===== src/rtl/alu_pkg.sv =====
// Shared types for the condition-check slice: ARM-style condition codes,
// flag bit positions inside the {N,Z,C,V} flag vector, and response-slot states.
package alu_pkg;

    typedef enum logic [3:0] {
        COND_EQ = 4'h0,
        COND_NE = 4'h1,
        COND_CS = 4'h2,
        COND_CC = 4'h3,
        COND_MI = 4'h4,
        COND_PL = 4'h5,
        COND_VS = 4'h6,
        COND_VC = 4'h7,
        COND_HI = 4'h8,
        COND_LS = 4'h9,
        COND_GE = 4'hA,
        COND_LT = 4'hB,
        COND_GT = 4'hC,
        COND_LE = 4'hD,
        COND_AL = 4'hE,
        COND_NV = 4'hF
    } cond_e;

    localparam int FLAG_N = 3;
    localparam int FLAG_Z = 2;
    localparam int FLAG_C = 1;
    localparam int FLAG_V = 0;

    typedef enum logic {
        SLOT_EMPTY = 1'b0,
        SLOT_FULL  = 1'b1
    } slot_e;

endpackage


===== src/rtl/cond_eval.sv =====
// Combinational ARM-style condition evaluator: (cond, {N,Z,C,V}) -> taken.
module cond_eval
    import alu_pkg::*;
(
    input  logic [3:0] i_cond,
    input  logic [3:0] i_flags,
    output logic       o_taken
);

    logic w_n, w_z, w_c, w_v;

    assign w_n = i_flags[FLAG_N];
    assign w_z = i_flags[FLAG_Z];
    assign w_c = i_flags[FLAG_C];
    assign w_v = i_flags[FLAG_V];

    always_comb begin
        o_taken = 1'b0;
        case (cond_e'(i_cond))
            COND_EQ: o_taken = w_z;
            COND_NE: o_taken = !w_z;
            COND_CS: o_taken = w_c;
            COND_CC: o_taken = !w_c;
            COND_MI: o_taken = w_n;
            COND_PL: o_taken = !w_n;
            COND_VS: o_taken = w_v;
            COND_VC: o_taken = !w_v;
            COND_HI: o_taken = w_c & !w_z;
            COND_LS: o_taken = !w_c | w_z;
            COND_GE: o_taken = (w_n == w_v);
            COND_LT: o_taken = (w_n != w_v);
            COND_GT: o_taken = !w_z & (w_n == w_v);
            COND_LE: o_taken = w_z | (w_n != w_v);
            COND_AL: o_taken = 1'b1;
            COND_NV: o_taken = 1'b0;
            default: o_taken = 1'b0;
        endcase
    end

endmodule


===== src/rtl/cond_check_unit.sv =====
// Flag register + outstanding-compare tracker + condition query responder.
// Optional macro COND_BYPASS_EN lets a query evaluate against the flags arriving this cycle.
module cond_check_unit
    import alu_pkg::*;
#(
    parameter int PEND_W = 2
) (
    input  logic              i_clk,
    input  logic              i_rst,
    input  logic              i_cmp_issue,
    output logic              o_cmp_ready,
    input  logic              i_flags_valid,
    input  logic              i_n,
    input  logic              i_z,
    input  logic              i_c,
    input  logic              i_v,
    input  logic              i_req_valid,
    output logic              o_req_ready,
    input  logic [3:0]        i_cond,
    output logic              o_rsp_valid,
    input  logic              i_rsp_ready,
    output logic              o_taken,
    output logic [3:0]        o_flags,
    output logic [PEND_W-1:0] o_pending,
    output logic              o_err
);

    localparam logic [PEND_W-1:0] PEND_MAX = '1;

    logic [3:0]        r_flags;
    logic [PEND_W-1:0] r_pending;
    logic              r_err;
    logic              r_taken;
    slot_e             r_state;
    slot_e             w_state_next;

    logic [3:0] w_in_flags;
    logic [3:0] w_eval_flags;
    logic       w_pend_zero;
    logic       w_issue_acc;
    logic       w_flags_cnt;
    logic       w_slot_free;
    logic       w_req_ready;
    logic       w_accept;
    logic       w_eval_taken;

    assign w_in_flags  = {i_n, i_z, i_c, i_v};
    assign w_pend_zero = (r_pending == '0);
    assign w_issue_acc = i_cmp_issue & (r_pending != PEND_MAX);
    assign w_flags_cnt = i_flags_valid & !w_pend_zero;
    assign w_slot_free = (r_state == SLOT_EMPTY) | i_rsp_ready;

`ifdef COND_BYPASS_EN
    // Last in-flight compare landing now: answer from its flags instead of waiting a cycle.
    logic w_bypass;
    assign w_bypass     = (r_pending == PEND_W'(1)) & i_flags_valid & !i_cmp_issue;
    assign w_req_ready  = w_slot_free & (w_pend_zero | w_bypass);
    assign w_eval_flags = w_bypass ? w_in_flags : r_flags;
`else
    assign w_req_ready  = w_slot_free & w_pend_zero;
    assign w_eval_flags = r_flags;
`endif

    assign w_accept = i_req_valid & w_req_ready;

    cond_eval u_cond_eval (
        .i_cond  (i_cond),
        .i_flags (w_eval_flags),
        .o_taken (w_eval_taken)
    );

    always_comb begin
        w_state_next = r_state;
        if (w_accept) begin
            w_state_next = SLOT_FULL;
        end else if ((r_state == SLOT_FULL) && i_rsp_ready) begin
            w_state_next = SLOT_EMPTY;
        end
    end

    always_ff @(posedge i_clk) begin
        if (i_rst) begin
            r_state   <= SLOT_EMPTY;
            r_taken   <= 1'b0;
            r_flags   <= 4'b0000;
            r_pending <= '0;
            r_err     <= 1'b0;
        end else begin
            r_state <= w_state_next;
            if (w_accept) begin
                r_taken <= w_eval_taken;
            end
            if (w_flags_cnt) begin
                r_flags <= w_in_flags;
            end
            if (w_issue_acc && !w_flags_cnt) begin
                r_pending <= r_pending + PEND_W'(1);
            end else if (!w_issue_acc && w_flags_cnt) begin
                r_pending <= r_pending - PEND_W'(1);
            end
            // A result with nothing outstanding is a protocol violation upstream.
            if (i_flags_valid && w_pend_zero) begin
                r_err <= 1'b1;
            end
        end
    end

    assign o_cmp_ready = (r_pending != PEND_MAX);
    assign o_req_ready = w_req_ready;
    assign o_rsp_valid = (r_state == SLOT_FULL);
    assign o_taken     = r_taken;
    assign o_flags     = r_flags;
    assign o_pending   = r_pending;
    assign o_err       = r_err;

endmodule


===== config.mk =====
export PLATFORM = sky130hd
export DESIGN_NAME = cond_check_unit
export DESIGN_NICKNAME = d
export VERILOG_FILES = /design/src/rtl/alu_pkg.sv /design/src/rtl/cond_eval.sv /design/src/rtl/cond_check_unit.sv
export SDC_FILE = /design/constraint.sdc
export NUM_CORES = 1
export LEC_CHECK = 0
export CAP_MARGIN = 20
export CORE_AREA = 2 2 39 41
export CTS_CLUSTER_SIZE = 25
export DETAILED_ROUTE_END_ITERATION = 6
export DIE_AREA = 0 0 41 43
export PLACE_DENSITY = 0.87
export SLEW_MARGIN = 10
export SYNTH_ARGS = -nofsm -noshare
export SYNTH_HDL_FRONTEND = slang
export SYNTH_SLANG_ARGS = --single-unit

===== constraint.sdc =====
create_clock -name i_clk -period 2.7 [get_ports i_clk]
set_input_delay 0.54 -clock i_clk [delete_from_list [all_inputs] [get_ports i_clk]]
set_output_delay 0.54 -clock i_clk [all_outputs]
set_load 0.005 [all_outputs]

### After elaboration in Yosys (flattened, before gate mapping)

Index checks and enable logic that the tools add are counted.

| operators by class | value |
|---|---|
| add/sub/neg operators | 2 |
| $mul | 0 |
| div/mod/pow operators | 0 |
| $lt $le $gt $ge | 0 |
| eq/ne operators | 18 |
| shifts and indexed selects | 0 |
| multiplexer cells | 5 |
| bitwise operators | 10 |
| reductions and logical operators | 15 |

Operator list:

| operator | number |
|---|---|
| == test 4 bit, second input constant | 8 |
| == test 4 x 3 -> 1 bit, second input constant | 4 |
| one-hot mux 1 bit (16 select lines) | 1 |
| == test 4 x 2 -> 1 bit, second input constant | 2 |
| zero test 1 bit | 7 |
| AND 1 bit | 6 |
| == test 4 x 1 -> 1 bit, second input constant | 1 |
| logical AND 1 bit | 4 |
| zero test 4 bit | 1 |
| two-way mux 2 bit | 2 |
| nonzero test 2 bit | 2 |
| OR 1 bit | 3 |
| adder 2 x 1 -> 2 bit, second input constant | 1 |
| zero test 2 bit | 1 |
| two-way mux 1 bit | 2 |
| inequality test 2 bit, second input constant | 1 |
| subtractor 2 x 1 -> 2 bit, second input constant | 1 |
| == test 1 bit | 1 |
| inequality test 1 bit | 1 |
| inverter 1 bit | 1 |

| word-level totals | value |
|---|---|
| bits in registers | 9 |
| bits in latches | 0 |
| memory bits (writable) | 0 |
| memory bits (read-only) | 0 |
| bits of input ports | 14 |
| output and inout bits | 11 |
| logic and storage cells | 55 |
| memories kept | 0 |

### Logic depth before layout (Yosys ltp)

| logic depth | value |
|---|---|
| depth in word-level cells | 6 |
| gate-level depth with buffers | 7 |
| gate-level depth less buffers | 6 |

### Modules after synthesis

Synthesis repeated with hierarchy kept, for this count alone.

| unflattened totals | value |
|---|---|
| cells, all modules | 62 |
| area total of the unflattened synthesis | 539.3 um2 |

Modules (own cells, without submodules):

| module | instances | cells an instance | area each (um2) | sequential area each (um2) |
|---|---|---|---|---|
| cond_check_unit | 1 | 39 | 384.1 | 180.2 |
| cond_eval | 1 | 23 | 155.1 | 0.0 |

### Worst setup path before layout

OpenSTA, ideal clock, no wires.

| timing | value |
|---|---|
| path kind | reg2reg |
| start | reg r_pending[0], in the netlist o_pending[0] |
| end | reg r_pending[1], in the netlist o_pending[1] |
| library setup time | 0.070 ns |
| data arrival time | 1.501 ns |
| required time | 2.630 ns |
| setup slack | 1.128 ns |
| stages on the path, launching flop included | 7 |
| buffers on the path | 1 |
| period minus slack after synthesis | 1.572 ns |
| cell sequence | dfxtp_1 > clkbuf_2 > nand2_1 > and2_1 > ha_1 > or3_1 > a21oi_1 |

| on the way | value |
|---|---|
| elaborated cells between the ends (all ways) | 14 |
| those cells by class | add/sub (2); eq/ne (1); mux (2); bitwise (2); reduce/logical (7) |

RTL lines:

| item | line | source |
|---|---|---|
| start, declared | cond_check_unit.sv:31 | `logic [PEND_W-1:0] r_pending;` |
| start signal, assigned | cond_check_unit.sv:97 | `r_pending <= r_pending + PEND_W'(1);` |
| start signal, assigned | cond_check_unit.sv:99 | `r_pending <= r_pending - PEND_W'(1);` |
| inequality test 2 bit (*) | -- |  |
| net o_cmp_ready | cond_check_unit.sv:11 | `output logic o_cmp_ready,` |
| AND 1 bit (*) | cond_check_unit.sv:49 | `assign w_issue_acc = i_cmp_issue & (r_pending != PEND_MAX);` |
| zero test 1 bit | cond_check_unit.sv:98 | `end else if (!w_issue_acc && w_flags_cnt) begin` |
| logical AND 1 bit | cond_check_unit.sv:98 |  |
| nonzero test 2 bit (no source line) | -- |  |

The timed path passes the listed nets; every way through them passes the cells marked *. The select of a mux whose other input is x is not followed.
A chain may end at the register's enable or synchronous reset.

### Worst setup path after layout

| timing | value |
|---|---|
| start | in i_rsp_ready |
| end | out o_req_ready |

| on the way | value |
|---|---|
| cells in the longest elaborated chain, start to end | 2 |

RTL lines:

| item | line | source |
|---|---|---|
| start, declared | cond_check_unit.sv:21 | `input logic i_rsp_ready,` |
| OR 1 bit | cond_check_unit.sv:51 | `assign w_slot_free = (r_state == SLOT_EMPTY) \| i_rsp_ready;` |
| AND 1 bit | cond_check_unit.sv:60 | `assign w_req_ready = w_slot_free & w_pend_zero;` |
| end, declared | cond_check_unit.sv:18 | `output logic o_req_ready,` |

No other way between the ends.

==> impl_summary.md <==
Power
The portion of total power attributed to sequential cells is ~34%. The part of the power in combinational logic is slightly below 50%. Summing internal, switching and leakage power gives 0.639 mW. The power density over cell area is around 810 nW/um^2.

The cell-internal power is ~0.42 mW. The switching power of the nets is roughly 0.22 mW. The largest voltage drop on the vdd net is approximately 600 uV.

The clock power share is 16.1%. The static leakage power is 0.317 nW. The switching part of the total power is approximately 34%.

STA
The summed negative setup slack over all endpoints is 0 ns. The worst clock skew is roughly 0.0019 ns. At the pin with the least slew margin, the transition time is roughly 0.35 ns. The number of hold violations in the final report is 0.

The setup-violating endpoint count in the final report is 0. The number of max-slew violations in the final report is 0. The tightest slew margin relative to the limit is between 70 and 80%. The minimum period implied by the final worst setup slack is about 2.3 ns. After layout, the worst path uses approximately 87% of the clock period.

Derived from the worst setup path, the maximum achievable clock frequency is 426 MHz. Setup repair after global routing left no endpoint under its margin.

Clock tree
The H-tree level count is 1. The root buffer cell chosen for the clock tree is clkbuf_4. The maximum root-to-sink buffer count is 2. The number of buffers inserted during clock tree synthesis is 3. The count of clock tree sinks is 9.

The clock network latency to the later pin of the worst-skew pair is 0.26 ns. The clock edge transition at the registers on the reported setup and hold paths is approximately 0.060 ns. In this run the post-CTS setup repair buffer count came out at 0.

The CTS tree is built. Buffers inserted to repair hold after CTS numbered 0. The count of instances resized after the clock tree is built is 0.

Critical path
The kind of launch point of the worst setup path is an input port. In this run the worst path has a maximum fanout of 6. The most repeated library cell on the critical path is clkdlybuf4s50_1.

The arrival time of the worst setup path is around 1.8 ns. STA classifies the critical path endpoint as a primary output. The slowest stage of the critical path is the clkdlybuf4s50_1 cell. The number of cells traversed by the worst register-to-register path is 5. The critical path class is in2out. Setup slack on the worst reg-to-reg path comes out at roughly 1.0 ns.

STA puts the critical path data required time at ~2.2 ns. Traced cell by cell, the critical path runs through clkdlybuf4s50_1, nand2b_1, and2_1, clkdlybuf4s50_1. The worst register-to-register path begins at o_pending[0]. The worst reg2reg path endpoint is o_pending[1]. The delay of the slowest cell on the worst path is approximately 0.49 ns.

Synth
The number of nets in the synthesized netlist is 73. The sequential share of the synthesized area is between 30% and 40%. During synthesis, Yosys emitted a total of 0 warnings. The number of synthesized register bits is 9. In this run, synthesis inferred 0 flip-flops with an integrated enable. The fraction of registers with async set/reset is 0%. Among all flip-flop cells after synthesis, the most frequent one is dfxtp_1. The number of instances in the synthesized netlist is just under 60. The number of distinct standard cells referenced by the synthesized netlist is 28.

The post-synthesis average cell area is ~8.9 sq um. The combined area of all synthesized cells is about 520 sq um.

GRT
The first global-routing pass estimated 1830 microns of wire. The number of antenna violations at the first check in global routing is 0. Entering global routing, the biggest net connects 10 pins.

Global routing used approximately 16% of the available tracks across all layers. The via count of the first global-routing pass was approximately 460. Global routing finished with a remaining overflow of 0.

Finish
The final-stage net count is 100. The fraction of final layout cells sized beyond drive strength 1 is under 10%. The antenna diode count is 0. The multi-input gate area in the final layout is 327 sq um.

Summing all flip-flop and latch instances after layout gives 180 sq um. The filler cells instantiated in the layout total between 100 and 150. The area growth from synthesis to layout is 53.9%.

Route
For this block, the via count after detailed routing is ~500. The detailed router finished its first iteration with 4 violations. The count of nets left with antenna violations after detail routing is 0. After detailed routing, the number of vias per cell comes to 4.97. In the routed design, unresolved DRC markers number 0. The post-detailed-route wirelength per cell is roughly 11 microns. The final wirelength is between 1000 and 1500 microns. The first TritonRoute pass finished after 3 iterations.

Min path
The number of cells traversed by the worst hold path is 2. The endpoint with the worst hold slack is o_err. The class of the most critical hold timing path is reg2reg. The startpoint identified for the worst hold timing path is o_err.

Floorplan
The height of the die is 43 microns. For this configuration, the core starts out at a cell density of a little under two fifths. The floorplan has 14 rows. From left edge to right edge, the die measures around 41 microns. 25 I/O pins were placed.

The overall die area is around 1800 sq um. The core outline area is 1380 sq um.

Place
During placement, the flow inserted port buffers numbering 24. Detailed placement ended at an HPWL of a little under 900 microns. The congestion estimate from routability-driven global placement came to approximately 0.73.

Job
Max-cap violations in this run came to 0.

Run status
The run finished with clean final reports.
-- per-layer routing --
| layer | up-vias | part of all wire, % | track usage, % |
|---|---|---|---|
| met2 | 14 | 52 | 24.4 |
| li1 | 256 | - | - |
| met5 | - | 0 | 0 |
| met3 | 4 | 6.0 | 6.28 |
| met1 | 223 | 39 | 17.2 |
| met4 | 0 | 2.5 | 10.0 |
-- per-stage QoR --
| step | hold slack [ns] | util, % | cells | instance area [sq um] | worst slack, ns |
|---|---|---|---|---|---|
| 3_3_place_gp | 0.451 | 55.4 | 96 | 767 | 0.369 |
| 6_report | 0.478 | 57.3 | 100 | 793 | 0.353 |
| 2_1_floorplan | 0.460 | - | 58 | 515 | 1.13 |
| 3_5_place_dp | 0.462 | 55.4 | 96 | 767 | 0.347 |
| 5_1_grt | 0.501 | 57.3 | 100 | 793 | 0.291 |
| 4_1_cts | 0.478 | 57.3 | 100 | 793 | 0.350 |
-- layout make-up --
| type | count | area share [%] |
|---|---|---|
| well taps | 16 | 2.52 |
| multi-input cells | 47 | 41.2 |
| flip-flops and latches | 9 | 22.7 |
| clock buffers | 4 | 3.31 |
| repair buffers | 24 | 30.3 |
-- placed cells by master, fill, tap and decap left out, types with 2 or more instances in the layout --
| cell | count |
|---|---|
| nor2_1 | 7 |
| a21oi_1 | 3 |
| clkbuf_4 | 3 |
| xor2_1 | 2 |
| dfxtp_1 | 9 |
| nand2_1 | 3 |
| and2_1 | 3 |
| xnor2_1 | 3 |
| nand4_1 | 2 |
| clkdlybuf4s50_1 | 24 |
| mux2i_1 | 6 |
| nand2b_1 | 2 |
-- flip-flops by register name, summed over array words and instances, names as in the netlist --
name and count:
o_pending 2, o_rsp_valid 1, o_flags 4, o_err 1, o_taken 1
-- worst max path at each step --
stage / slack, ns / cells past startpoint / startpoint / end
after detailed placement: 0.35 / 4 / i_rsp_ready / o_req_ready
final: 0.35 / 4 / i_rsp_ready / o_req_ready
after CTS: 0.35 / 4 / i_rsp_ready / o_req_ready
after global routing: 0.29 / 4 / i_rsp_ready / o_req_ready
after floorplan: 1.13 / 6 / o_pending[0] / o_pending[1]
after global placement: 0.37 / 4 / i_rsp_ready / o_req_ready
-- synthesized netlist by cell type, types with 2 or more instances --
master	instances	area [sq um]
mux2i_1	6	60.1
xnor2_1	3	26.3
nand2b_1	2	12.5
dfxtp_1	9	180
xor2_1	2	17.5
and2_1	3	18.8
nor2_1	7	26.3
nand4_1	2	12.5
a21oi_1	3	15.0
nand2_1	3	11.3
-- power groups by stage --
stage,Clock [mW],Sequential (mW),Combinational (mW)
CTS,0.107,0.219,0.319
floorplan,0,0.209,0.182
finish,0.103,0.219,0.318
global route,0.115,0.228,0.347
global placement,0,0.221,0.306
detailed placement,0,0.222,0.317
-- cell families after synthesis --
logic type | after synthesis | share of synthesized area [%]
AO/OA/AOI/OAI | 10 | 14.3
AND/OR/NAND/NOR | 24 | 24.3
buffers and inverters | 2 | 1.70
XOR/XNOR | 5 | 8.50
adder cells (fa/ha/maj) | 1 | 2.43
flip-flops | 9 | 35.0
multiplexers | 7 | 13.8
-- critical path, delay by kind of cell --
family,cells,cell delay (ns)
buffers and inverters,2,0.93
and+or+nand+nor,2,0.34
(Power assumes the default switching activity.)
